### config.mk
export PLATFORM = sky130hd
export DESIGN_NAME = fetch_stage
export DESIGN_NICKNAME = d
export VERILOG_FILES = /design/src/rtl/fetch_stage.sv
export SDC_FILE = /design/constraint.sdc
export NUM_CORES = 1
export LEC_CHECK = 0
export BUFFER_PORTS_ARGS = -buffer_cell sky130_fd_sc_hd__buf_4
export CELL_PAD_IN_SITES_DETAIL_PLACEMENT = 0
export CELL_PAD_IN_SITES_GLOBAL_PLACEMENT = 1
export CORE_MARGIN = 1
export CORE_UTILIZATION = 51
export DETAILED_ROUTE_END_ITERATION = 10
export PLACE_DENSITY = 0.86
export SETUP_SLACK_MARGIN = 0.2
export SLEW_MARGIN = 20
export SYNTH_ARGS = -nofsm -noshare
export SYNTH_HDL_FRONTEND = slang
export SYNTH_SLANG_ARGS = --single-unit
export TNS_END_PERCENT = 5
### constraint.sdc
create_clock -name clk -period 5.45 [get_ports clk]
set_input_delay 1.09 -clock clk [delete_from_list [all_inputs] [get_ports clk]]
set_output_delay 1.09 -clock clk [all_outputs]
set_load 0.05 [all_outputs]
### src/rtl/fetch_stage.sv
// Instruction-fetch stage: owns the fetch PC, issues credit-limited in-order requests to
// instruction memory, queues returned words and presents {inst, pc, pc+4} to decode.
module fetch_stage #(
  parameter int unsigned     XLEN     = 32,
  parameter logic [XLEN-1:0] RESET_PC = '0,
  parameter int unsigned     DEPTH    = 4
) (
  input  logic            clk,
  input  logic            rst,
  output logic            imem_req,
  output logic [XLEN-1:0] imem_addr,
  input  logic            imem_gnt,
  input  logic            imem_rvalid,
  input  logic [31:0]     imem_rdata,
  input  logic            redirect,
  input  logic [XLEN-1:0] redirect_pc,
  output logic            id_valid,
  input  logic            id_ready,
  output logic [31:0]     id_inst,
  output logic [XLEN-1:0] id_pc,
  output logic [XLEN-1:0] id_pc_plus4
);

  localparam int unsigned AW  = $clog2(DEPTH);
  localparam int unsigned CW  = AW + 1;
  localparam logic [31:0] NOP = 32'h0000_0013;

  logic [XLEN-1:0] fetch_pc;
  logic [XLEN-1:0] resp_pc;
  logic [31:0]     inst_q [DEPTH];
  logic [XLEN-1:0] pc_q   [DEPTH];
  logic [AW-1:0]   wr_ptr;
  logic [AW-1:0]   rd_ptr;
  logic [CW-1:0]   count;
  logic [CW-1:0]   inflight;
  logic [CW-1:0]   inflight_nxt;
  logic [CW-1:0]   drop_cnt;
  logic [CW:0]     credit_used;
  logic [XLEN-1:0] target_pc;
  logic            issue;
  logic            rsp;
  logic            push;
  logic            pop;
  logic            unused_pc_bits;

  assign credit_used = {1'b0, count} + {1'b0, inflight};
  assign imem_req    = rst & (credit_used < (CW+1)'(DEPTH));
  assign imem_addr   = fetch_pc;

  assign issue = imem_req & imem_gnt;
  assign rsp   = imem_rvalid & (inflight != '0);
  assign push  = rsp & ~redirect & (drop_cnt == '0);
  assign pop   = id_valid & id_ready;

  assign target_pc      = {redirect_pc[XLEN-1:2], 2'b00};
  assign unused_pc_bits = ^redirect_pc[1:0];

  always_comb begin
    inflight_nxt = inflight;
    if (issue && !rsp)
      inflight_nxt = inflight + CW'(1);
    else if (rsp && !issue)
      inflight_nxt = inflight - CW'(1);
  end

  always_ff @(posedge clk or negedge rst) begin
    if (!rst) begin
      fetch_pc <= RESET_PC;
      resp_pc  <= RESET_PC;
      wr_ptr   <= '0;
      rd_ptr   <= '0;
      count    <= '0;
      inflight <= '0;
      drop_cnt <= '0;
    end else begin
      inflight <= inflight_nxt;
      if (redirect) begin
        // Every response outstanding after this cycle is stale; any earlier drops are a subset.
        fetch_pc <= target_pc;
        resp_pc  <= target_pc;
        wr_ptr   <= '0;
        rd_ptr   <= '0;
        count    <= '0;
        drop_cnt <= inflight_nxt;
      end else begin
        if (issue)
          fetch_pc <= fetch_pc + XLEN'(4);
        if (rsp && drop_cnt != '0)
          drop_cnt <= drop_cnt - CW'(1);
        if (push) begin
          wr_ptr  <= wr_ptr + AW'(1);
          resp_pc <= resp_pc + XLEN'(4);
        end
        if (pop)
          rd_ptr <= rd_ptr + AW'(1);
        if (push && !pop)
          count <= count + CW'(1);
        else if (pop && !push)
          count <= count - CW'(1);
      end
    end
  end

  always_ff @(posedge clk) begin
    if (push) begin
      inst_q[wr_ptr] <= imem_rdata;
      pc_q[wr_ptr]   <= resp_pc;
    end
  end

  assign id_valid    = (count != '0);
  assign id_inst     = id_valid ? inst_q[rd_ptr] : NOP;
  assign id_pc       = id_valid ? pc_q[rd_ptr] : resp_pc;
  assign id_pc_plus4 = id_pc + XLEN'(4);

endmodule

==> results list <==
* Run status: finished clean
* Max-cap viol count: 0
- The clock passes through at most 3 buffers.
- RSZ-0062 raised after global routing: no
- Cell count after synthesis: 977
* Final hold violation count: 0
* Most frequent cells after synthesis: edfxtp_1, nand2_1, dfrtp_1
* Area grow syn2layout: 20.36%
- Of all nets on the critical path, the largest fanout is 27.
- The die is 170.1 µm tall.
- In this run the tightest slew margin relative to its limit is 35.95%.
- After Yosys synthesis, XOR and XNOR cells account for 5.346% of the synthesized area.
- Summed over all layers, the routed wires come to 30.93 mm.
- Placer Congestion: roughly 0.84
* Worst-path cell with the longest stage delay: a222oi_1
- TritonCTS created 34 clock buffers.
* Initial core utilization: just over 50%
* Number of warnings reported in the yosys synthesis log: 0
- After detailed routing, the number of vias per cell comes to 5.525.
- The first global-routing pass estimated between 40 and 50 mm of wire.
- Via count: 8,730
- For the finished layout, the period the worst path requires is roughly 4.9 ns.
- # nets final: 1,262
- Overall power consumption after layout is estimated at about 0.0096 W.
- Number of antenna violations at the first check in global routing: 0
- Arrival @ worst endpoint: 3.84 ns
* Overall fraction of global-route tracks in use: 21.83%
- After synthesis, the cell types taking the most area are edfxtp_1, dfrtp_1, mux4_2.
- Seq/Total Area, Yosys: 64.32%
* Number of inserted filler cells in the final layout: 2,139
- The tree built by TritonCTS fans out to 321 sinks.
* Fraction of synthesis flops using an asynchronous set or reset pin: between 20% and 30%
* Total setup buffers inserted after CTS: 0
* Clock latency reported for the late side of the worst-skew pair: 0.50 ns
- After detailed routing, the average wire length per cell comes to 19.58 µm.
* Delay contributed by the slowest stage of the critical path: 0.79 ns
- Count of input and output buffers: ~190
- Cell family with the largest share of critical-path delay: simple AND/OR/NAND/NOR gates
- Area inside the core boundary: 27,780 µm²
- Clock slew at reported path FFs: 0.06 ns
* Tcrit/Tclk final: 90.45%
- Complex-gate fraction of the synthesized area: 2.326%
- Setup TNS: 0 ns
- Post-route DRC violation count: 0
- Most common cell in the netlist: edfxtp_1
* Startpoint types: flop
- In this run the mean area of a mapped cell was 14.76 µm².
- Entering global routing, the biggest net connects 67 pins.
- Proportion of layout cells with a drive suffix above 1: 29.53%
- Cell chain of the critical path: nor3_4, inv_2, buf_4, nand4_1, a222oi_1, nand4_1, nor3_1, xnor2_1, buf_4
- Number of design-rule violations left by the first detailed-router iteration: 665
* Type of the setup path with the least slack: reg -> out
- Clk root buf: clkbuf_16
- Clock Skews: 0.01456 ns
* Number of hold-repair buffers added at the cts stage: 0
* Classification of the worst-slack hold path: in -> async
- The cell area that synthesis handed to floorplanning was 14,420 µm².
* Combinational family with the most area after synthesis: multiplexers
* Worst path bufs/invs: 3
* Pins Over Slew Limit: 0
- Multiplexer share of the synthesized area: between 10% and 20%
* Cell variety after synth: 55
- Detailed placement finished with a half-perimeter wire length of 20.37 mm.
- Leftover overflow at the end of global routing: 0
- Vias in the first global route: 8,636
* Critical path capture point type: output pin
- Detailed-router iteration count before antenna repair: 5
* Area share of and/or/nand/nor cells after synthesis: 10.74%
- Pin slew with the least headroom to its limit: 0.9519 ns
- Remaining antenna violation count after routing: 0
- Ys flop type: edfxtp_1
* Finish-stage setup viols: 0
* Total power divided by cell area: 553.2 nW/µm²
- The floorplan step defined a die boundary enclosing slightly below 30,000 µm².
- Counting flops and latches in the post-synthesis netlist gives 321.
- In this run, synthesis inferred 248 flip-flops with an integrated enable.
- TritonCTS built the clock tree.
- Summed over all cells, the static leakage comes to 6.444 nW.
- From left edge to right edge, the die measures 170.1 µm.
* Post-Synth Adder-Cell Area: 1.493%
* Maximum vdd ir drop: ~0.00038 V
- Synth top area share: 51.65%
- Summed over all instances, the cell type with the most area after synthesis is edfxtp_1.
- IO Pins: 200
- The floorplan has slightly above 60 rows.
* Highest attainable clock frequency: approximately 0.20 GHz
* WP data required: 4.36 ns
- Count of antenna diodes in the layout: 0
- Post-CTS repair changed the size of 0 cells.
* H-tree level count: 2
[cells by family (layout without fill, tap and decap cells)]
kind of cell,Yosys count,count (layout)
simple gates,317,317
compound gates,55,55
xor+xnor,88,88
other cells,1,6
mux,105,105
fa+ha+maj,17,17
flops,321,321
buf+inv,73,293
[layer usage]
| layer | wire length, µm | global-route usage, % | up-vias | part of all wire, % |
|---|---|---|---|---|
| met5 | 0 | 0 | - | 0 |
| met4 | 631 | 6.189 | 0 | 2.0 |
| met3 | 2105 | 4.047 | 49 | 6.8 |
| met2 | 14630 | 34.98 | 303 | 47 |
| met1 | 13560 | 30.70 | 4332 | 44 |
| li1 | - | - | 4046 | - |
[state kept, by name (all words and copies together) (netlist names)]
| name | flops |
|---|---|
| rd_ptr | 2 |
| pc_q | 120 |
| inst_q | 128 |
| wr_ptr | 2 |
| count | 3 |
| drop_cnt | 3 |
| inflight | 3 |
| resp_pc | 30 |
| imem_addr | 30 |
[worst reg2reg max path, stage by stage (launching register included)]
cell and delay, ns:
dfrtp_1 0.40, inv_1 0.09, ha_1 0.18, nor2b_1 0.14
and3b_1 0.69, and3_2 0.87, buf_4 0.46
[metrics by stage]
step	hold slack (ns)	util [%]	setup slack, ns	instances	area [µm²]
after detailed placement	0.5397	58.42	1.048	1519	16230
after CTS	0.4715	62.46	0.4890	1580	17350
after global routing	0.4796	62.46	0.2854	1580	17350
after global placement	0.5387	58.42	1.057	1519	16230
final	0.4776	62.46	0.5207	1580	17350
after floorplan	0.4742	-	0.4890	982	14440
[where the power goes]
| group | switching, W | total, W | internal, W |
|---|---|---|---|
| sequential | 0.000214 | 0.00302 | 0.00281 |
| clock | 0.000883 | 0.00228 | 0.00140 |
| combinational | 0.00290 | 0.00430 | 0.00140 |
[path summary, 6_finish.rpt]
path,start,end,cells past startpoint,slack [ns]
worst min register to register,inflight[2],inflight[2],1,0.54
min in group clk,inflight[2],inflight[2],1,0.54
worst max-delay path,count[0],id_pc_plus4[28],9,0.52
worst max register to register,inflight[1],inst_q[2][5],6,2.28
max in group asynchronous,rst,rd_ptr[0],2,3.91
worst min-delay path,rst,imem_addr[14],1,0.48
[layout by cell type (no fill, tap or decap), types with 3 or more instances in the layout]
| cell | count |
|---|---|
| nor2_1 | 45 |
| nor3_1 | 8 |
| clkinv_2 | 4 |
| mux4_2 | 47 |
| clkbuf_8 | 5 |
| o21ai_0 | 11 |
| buf_4 | 208 |
| mux2i_1 | 9 |
| clkbuf_1 | 9 |
| mux2_2 | 33 |
| nand4_1 | 24 |
| ha_1 | 14 |
| conb_1 | 6 |
| clkinv_1 | 4 |
| mux4_1 | 15 |
| or2_2 | 7 |
| a21oi_1 | 21 |
| nand2_1 | 120 |
| edfxtp_1 | 248 |
| dfrtp_1 | 71 |
| clkbuf_16 | 37 |
| nor4_1 | 5 |
| and3_2 | 4 |
| and4_1 | 3 |
| and2_1 | 33 |
| and3_1 | 13 |
| xor2_1 | 37 |
| o311ai_0 | 5 |
| inv_1 | 22 |
| o211ai_1 | 6 |
| a31oi_1 | 4 |
| xnor2_1 | 51 |
| nand3_1 | 40 |
[cell type report]
type | instances | area [µm²] | share of cell area, %
flip-flops and latches | 321 | 9279 | 53.47
inverters | 24 | 90.09 | 0.5191
clock buffers | 51 | 1028 | 5.927
repair buffers | 208 | 1562 | 8.998
well taps | 378 | 473.0 | 2.726
multi-input cells | 588 | 4826 | 27.81
clock inverters | 10 | 95.09 | 0.5480
No activity file was read; power rests on OpenSTA's default activity.
